<file path="src/rtl/shared_pkg.sv">
// rtl/shared_pkg.sv - shared FIFO sizing and write-arbiter types
// Purpose: constants and types shared by the FIFO and its write-side arbiter.
//   FIFO_WIDTH / FIFO_DEPTH : FIFO geometry reused by all FIFO-side blocks.
//   ARB_MAX_REQ / ARB_IDX_W : largest supported requester count and index width.
//   wr_arb_state_e          : write arbiter FSM states.
//   rr_next()               : round-robin successor of an index, wrapping at n-1.
package shared_pkg;

  localparam int FIFO_WIDTH  = 16;
  localparam int FIFO_DEPTH  = 8;
  localparam int ARB_MAX_REQ = 8;
  localparam int ARB_IDX_W   = $clog2(ARB_MAX_REQ);

  typedef enum logic [1:0] {ARB_IDLE, ARB_WRITE, ARB_RESP} wr_arb_state_e;

  function automatic logic [ARB_IDX_W-1:0] rr_next(input logic [ARB_IDX_W-1:0] idx,
                                                   input int n);
    return (int'(idx) == n - 1) ? '0 : idx + ARB_IDX_W'(1);
  endfunction

endpackage

</file>
<file path="src/rtl/fifo_rr_pick.sv">
// rtl/fifo_rr_pick.sv - combinational round-robin winner search
// Purpose: finds the first set request bit searching upward from rr_ptr,
//   wrapping from NUM_REQ-1 back to 0.
// Ports:
//   req    in  NUM_REQ    request vector
//   rr_ptr in  ARB_IDX_W  search start index (must be < NUM_REQ)
//   found  out 1          any request set
//   winner out ARB_IDX_W  index of the winning request (0 when none)
module fifo_rr_pick
  import shared_pkg::*;
#(
  parameter int NUM_REQ = 4
) (
  input  logic [NUM_REQ-1:0]   req,
  input  logic [ARB_IDX_W-1:0] rr_ptr,
  output logic                 found,
  output logic [ARB_IDX_W-1:0] winner
);

  logic [2*NUM_REQ-1:0] w_req_dbl;
  logic [NUM_REQ-1:0]   w_rot;
  logic [ARB_IDX_W-1:0] w_off;
  logic [ARB_IDX_W:0]   w_sum;

  // Rotate so that bit 0 of w_rot is the requester at rr_ptr; the lowest set
  // bit of w_rot is then the distance from rr_ptr to the winner.
  assign w_req_dbl = {req, req};
  assign w_rot     = NUM_REQ'(w_req_dbl >> rr_ptr);

  always_comb begin
    found = 1'b0;
    w_off = '0;
    // Descending scan so the lowest set offset is the final assignment.
    for (int k = NUM_REQ - 1; k >= 0; k--) begin
      if (w_rot[k]) begin
        found = 1'b1;
        w_off = ARB_IDX_W'(k);
      end
    end
  end

  assign w_sum  = {1'b0, rr_ptr} + {1'b0, w_off};
  assign winner = (w_sum >= (ARB_IDX_W+1)'(NUM_REQ))
                ? ARB_IDX_W'(w_sum - (ARB_IDX_W+1)'(NUM_REQ))
                : w_sum[ARB_IDX_W-1:0];

endmodule

</file>
<file path="src/rtl/fifo_wr_arbiter.sv">
// rtl/fifo_wr_arbiter.sv - round-robin arbiter for the FIFO write port
// Purpose: shares one FIFO write port between NUM_REQ producers. The winner's
//   word is latched at grant, written with a one-cycle wr_en, and the FIFO's
//   registered wr_ack/overflow comes back as a done/drop pulse. All outputs
//   are registered. Define WR_ARB_FULL_GUARD_EN to hold off grants while
//   fifo_full is high; by default grants ignore fifo_full.
// Ports:
//   clk, rst_n                      clock, synchronous active-low reset
//   req[NUM_REQ]                    per-requester level request
//   req_data[NUM_REQ*FIFO_WIDTH]    packed words, requester i at [i*FIFO_WIDTH +: FIFO_WIDTH]
//   gnt[NUM_REQ]                    one-hot grant, held through WRITE and RESP
//   done[NUM_REQ], drop[NUM_REQ]    one-cycle outcome pulses to the granted requester
//   busy                            state is not IDLE
//   proto_err                       sticky: RESP saw neither or both of wr_ack/overflow
//   fifo_wr_en, fifo_data_in        FIFO write side
//   fifo_full, fifo_wr_ack, fifo_overflow   FIFO status (ack/overflow one cycle after wr_en)
module fifo_wr_arbiter
  import shared_pkg::*;
#(
  parameter int NUM_REQ = 4
) (
  input  logic                          clk,
  input  logic                          rst_n,
  input  logic [NUM_REQ-1:0]            req,
  input  logic [NUM_REQ*FIFO_WIDTH-1:0] req_data,
  output logic [NUM_REQ-1:0]            gnt,
  output logic [NUM_REQ-1:0]            done,
  output logic [NUM_REQ-1:0]            drop,
  output logic                          busy,
  output logic                          proto_err,
  output logic                          fifo_wr_en,
  output logic [FIFO_WIDTH-1:0]         fifo_data_in,
  input  logic                          fifo_full,
  input  logic                          fifo_wr_ack,
  input  logic                          fifo_overflow
);

  wr_arb_state_e        r_state, w_state_nxt;
  logic [ARB_IDX_W-1:0] r_rr_ptr, w_ptr_nxt;
  logic [ARB_IDX_W-1:0] r_win, w_win_nxt;
  logic [NUM_REQ-1:0]   r_gnt, w_gnt_nxt;
  logic [NUM_REQ-1:0]   r_done, w_done_nxt;
  logic [NUM_REQ-1:0]   r_drop, w_drop_nxt;
  logic                 r_busy;
  logic                 r_proto_err, w_perr_nxt;
  logic                 r_wr_en, w_wr_en_nxt;
  logic [FIFO_WIDTH-1:0] r_data, w_data_nxt;

  logic                  w_found;
  logic [ARB_IDX_W-1:0]  w_winner;
  logic [FIFO_WIDTH-1:0] w_sel_data;
  logic                  w_guard_ok;

  fifo_rr_pick #(.NUM_REQ(NUM_REQ)) u_pick (
    .req    (req),
    .rr_ptr (r_rr_ptr),
    .found  (w_found),
    .winner (w_winner)
  );

  assign w_sel_data = FIFO_WIDTH'(req_data >> (int'(w_winner) * FIFO_WIDTH));

`ifdef WR_ARB_FULL_GUARD_EN
  assign w_guard_ok = ~fifo_full;
`else
  logic w_unused_full;
  assign w_unused_full = fifo_full;
  assign w_guard_ok    = 1'b1;
`endif

  always_comb begin
    w_state_nxt = r_state;
    w_ptr_nxt   = r_rr_ptr;
    w_win_nxt   = r_win;
    w_gnt_nxt   = r_gnt;
    w_done_nxt  = '0;
    w_drop_nxt  = '0;
    w_perr_nxt  = r_proto_err;
    w_wr_en_nxt = 1'b0;
    w_data_nxt  = r_data;
    case (r_state)
      ARB_IDLE: begin
        if (w_found && w_guard_ok) begin
          w_state_nxt = ARB_WRITE;
          w_win_nxt   = w_winner;
          w_gnt_nxt   = NUM_REQ'(1) << w_winner;
          w_wr_en_nxt = 1'b1;
          w_data_nxt  = w_sel_data;
        end
      end
      ARB_WRITE: begin
        w_state_nxt = ARB_RESP;
      end
      ARB_RESP: begin
        w_state_nxt = ARB_IDLE;
        w_gnt_nxt   = '0;
        w_ptr_nxt   = rr_next(r_win, NUM_REQ);
        // Both flags set counts as accepted; neither set counts as lost.
        if (fifo_wr_ack) begin
          w_done_nxt = r_gnt;
        end else begin
          w_drop_nxt = r_gnt;
        end
        if (fifo_wr_ack == fifo_overflow) begin
          w_perr_nxt = 1'b1;
        end
      end
      default: begin
        w_state_nxt = ARB_IDLE;
        w_gnt_nxt   = '0;
      end
    endcase
  end

  always_ff @(posedge clk) begin
    if (!rst_n) begin
      r_state     <= ARB_IDLE;
      r_rr_ptr    <= '0;
      r_win       <= '0;
      r_gnt       <= '0;
      r_done      <= '0;
      r_drop      <= '0;
      r_busy      <= 1'b0;
      r_proto_err <= 1'b0;
      r_wr_en     <= 1'b0;
      r_data      <= '0;
    end else begin
      r_state     <= w_state_nxt;
      r_rr_ptr    <= w_ptr_nxt;
      r_win       <= w_win_nxt;
      r_gnt       <= w_gnt_nxt;
      r_done      <= w_done_nxt;
      r_drop      <= w_drop_nxt;
      r_busy      <= (w_state_nxt != ARB_IDLE);
      r_proto_err <= w_perr_nxt;
      r_wr_en     <= w_wr_en_nxt;
      r_data      <= w_data_nxt;
    end
  end

  assign gnt          = r_gnt;
  assign done         = r_done;
  assign drop         = r_drop;
  assign busy         = r_busy;
  assign proto_err    = r_proto_err;
  assign fifo_wr_en   = r_wr_en;
  assign fifo_data_in = r_data;

endmodule

</file>
<file path="config.mk">
export PLATFORM = sky130hd
export DESIGN_NAME = fifo_wr_arbiter
export DESIGN_NICKNAME = d
export VERILOG_FILES = /design/src/rtl/shared_pkg.sv /design/src/rtl/fifo_rr_pick.sv /design/src/rtl/fifo_wr_arbiter.sv
export SDC_FILE = /design/constraint.sdc
export NUM_CORES = 1
export LEC_CHECK = 0
export ABC_AREA = 1
export BUFFER_PORTS_ARGS = -buffer_cell sky130_fd_sc_hd__buf_2
export CAP_MARGIN = 5
export CORE_MARGIN = 1
export CORE_UTILIZATION = 50
export DETAILED_ROUTE_END_ITERATION = 7
export GPL_ROUTABILITY_DRIVEN = 0
export PLACE_DENSITY = 0.89
export SLEW_MARGIN = 15
export SYNTH_ARGS = -nofsm -noshare
export SYNTH_HDL_FRONTEND = slang
export SYNTH_SLANG_ARGS = --single-unit
</file>
<file path="constraint.sdc">
create_clock -name clk -period 8.4 [get_ports clk]
set_input_delay 1.68 -clock clk [delete_from_list [all_inputs] [get_ports clk]]
set_output_delay 1.68 -clock clk [all_outputs]
set_load 0.01 [all_outputs]
</file>
==> flow_summary_export.csv <==
group,metric,value,unit
clock_network,clock-sinks,39,
global_routing,antenna_found_initial,0,
synth,synthesis.area,2140,um^2
floorplanning,placementRows,23,
route,first_pass_iters,4,
sta,setup_viol,0,
synth,syn_nets,375,
floorplanning,io_pins,104,
sta,worst_slew_pin_slew,0.783,ns
cells_and_area,finalInstanceArea,2720,um^2
cells_and_area,multi_input_area,1190,um^2
cells_and_area,nets,470,
worst_setup_path,crit_type,"in2reg",
sta,whs,0.460,ns
route,routedWlPerCell,12.2,um
synth,netlist.area_leader.share,36.6,%
cells_and_area,syn_to_final_growth,27.2,%
floorplanning,chipHeight,67.4,um
global_routing,grt_start_max_net_pins,26,
global_routing,grt_overflow,0,
power_and_ir_drop,power.density,221,nW/um^2
status,status,"finished, final reports clean",
floorplanning,core-area,4060,um^2
cells_and_area,seq_area,781,um^2
route,vias,2296,
worst_setup_path,crit_fanout,17,
clock_network,clock-root-buffer,"clkbuf_8",
route,routed_wl,5.42,mm
clock_network,postCtsSetupBuffers,0,
clock_network,clk_pin_slew,0.08,ns
cells_and_area,fill_cells,332,
route,routed_via_density,5.17,
route,drtIter0Drc,132,
worst_setup_path,path_buf_inv,2,
sta,slew_headroom,47.6,%
clock_network,cts_inserted_buffers,5,
worst_setup_path,cp_slowest_cell,"fa_1",
global_routing,grt_pass1_wl,8.42,mm
global_routing,grt_pass1_vias,1891,
synth,yosys.area.top_type,"dfxtp_1",
global_routing,grtUsageTotal,24.8,%
worst_setup_path,cp-start-kind,"primary input",
cells_and_area,num_antenna_cells,0,
synth,yosysSeqAreaShare,36.6,%
sta,skew,0.00558,ns
power_and_ir_drop,power,600,uW
sta,maxSlewViolCount,0,
synth,yosys_warnings,0,
synth,ys_types,28,
worst_setup_path,critPathMostFrequentCell,"nand2_1",
worst_setup_path,arrival,4.27,ns
clock_network,clk_path_buf_depth,2,
sta,fin_crit,4.04,ns
placement,hpwlAfterDp,3.99,mm
sta,rsz0062_at_grt,"false",
sta,hold_viol,0,
placement,portBuffers,102,
route,drc,0,
power_and_ir_drop,ir_drop,0.121,mV
flow_run,max_cap_violations,0,
synth,syn_inst,298,
worst_setup_path,crit_required,8.63,ns
route,ant_nets,0,
worst_setup_path,crit_chain,"buf_2, nand3_1, nand2_1, nand2_1, nand2_2, nand3_1, a21boi_0, ha_1, fa_1, inv_1, nor2_2, nand2_1, nand4_1, nand4_1, a21oi_2",
clock_network,cts_tree,"done",
synth,ys_top_cells_by_area,"dfxtp_1, nand2_1, nand4_1",
sta,setup_tns,0,ns
clock_network,hold_buffers,0,
power_and_ir_drop,p_leak,1.32,nW
cells_and_area,drive_gt1_share,39.8,%
clock_network,ctsHtreeMaxLevel,2,
clock_network,clock_latency,0.29,ns
synth,avgSynthCellArea,7.17,um^2
worst_setup_path,crit_family,"simple AND/OR/NAND/NOR gates",
placement,placed_area,2630,um^2
floorplanning,initial_core_util,52.6,%
sta,period_share,48.0,%
hold_path,hold_class,"reg2reg",
worst_setup_path,endpoint_kind,"flip-flop",
clock_network,cts_resized,0,
synth,synth_seq_cells,39,
sta,fmax,0.248,GHz
floorplanning,fp.dieW,67.4,um
floorplanning,die-area,4540,um^2
worst_setup_path,critPathMaxStageDelay,0.62,ns
-- final timing paths --
check | cells after the start | start | slack, ns | to
setup / recovery | 15 | req[0] | 4.36 | fifo_data_in[8]
setup reg to reg | 13 | r_rr_ptr[1] | 5.21 | fifo_data_in[8]
hold / removal | 2 | proto_err | 0.46 | proto_err
hold reg to reg | 2 | proto_err | 0.46 | proto_err
-- per-layer routing --
metal	vias to the layer above	track usage, %	share of wire, %
met5	-	0	0
met1	1018	30.7	44
li1	1171	-	-
met3	8	5.74	5.8
met4	0	11.2	1.4
met2	99	40.6	49
-- stage by stage --
| step | utilization, % | cells | worst slack, ns |
|---|---|---|---|
| 2_1_floorplan | - | 298 | 4.59 |
| 3_3_place_gp | 64.8 | 436 | 4.18 |
| 3_5_place_dp | 64.8 | 436 | 4.07 |
| 4_1_cts | 66.9 | 444 | 4.34 |
| 5_1_grt | 66.9 | 444 | 4.11 |
| 6_report | 66.9 | 444 | 4.36 |
-- flip-flops by register name, summed over array words and instances, names as in the netlist --
name          count
busy              1
done              4
drop              4
fifo_data_in     16
fifo_wr_en        1
gnt               4
proto_err         1
r_rr_ptr          3
r_state           2
r_win             3
-- cell usage after synthesis (all sizes together) --
library cell  count
a211oi            1
a21boi            1
a21o              1
a21oi            26
and3              1
buf               7
clkbuf            8
clkinv            1
dfxtp            39
fa                1
ha                3
inv              21
nand2           107
nand3            13
nand4            35
nor2             27
o21ai             5
o21bai            1
-- power breakdown --
part / leakage (nW) / total, mW / switching, mW / internal (mW)
sequential: 0.320 / 0.232 / 0.0192 / 0.213
combinational: 0.962 / 0.243 / 0.149 / 0.0939
clock: 0.0412 / 0.125 / 0.0672 / 0.0581
total: 1.32 / 0.600 / 0.235 / 0.365
-- layout by cell type, fill, tap and decap left out, drive strengths merged, types with 2 or more instances in the layout --
| cell type | n |
|---|---|
| inv | 21 |
| clkbuf | 6 |
| o21ai | 5 |
| nand3 | 13 |
| nand4 | 35 |
| a21oi | 26 |
| nor2 | 27 |
| ha | 3 |
| nand2 | 107 |
| clkinv | 2 |
| dfxtp | 39 |
| buf | 103 |
-- layout make-up --
type	instances	area share, %
Timing Repair Buffer	103	19.1
Clock inverter	2	0.461
Clock buffer	6	2.67
Tap cell	50	2.30
Multi-Input combinational cell	222	43.7
Sequential cell	39	28.7
Inverter	22	3.04
-- cell families after synthesis --
kind of cell | Yosys count | synth area share [%]
AO/OA/AOI/OAI | 35 | 11.7
AND/OR/NAND/NOR | 183 | 41.2
flip-flops | 39 | 36.6
adder cells (fa/ha/maj) | 4 | 2.70
buffers and inverters | 37 | 7.85
-- tightest hold or removal path: stages, from the launching register on --
cell	delay, ns
dfxtp_1	0.31
inv_1	0.05
a21oi_1	0.06
No activity file was read; power rests on OpenSTA's default activity.
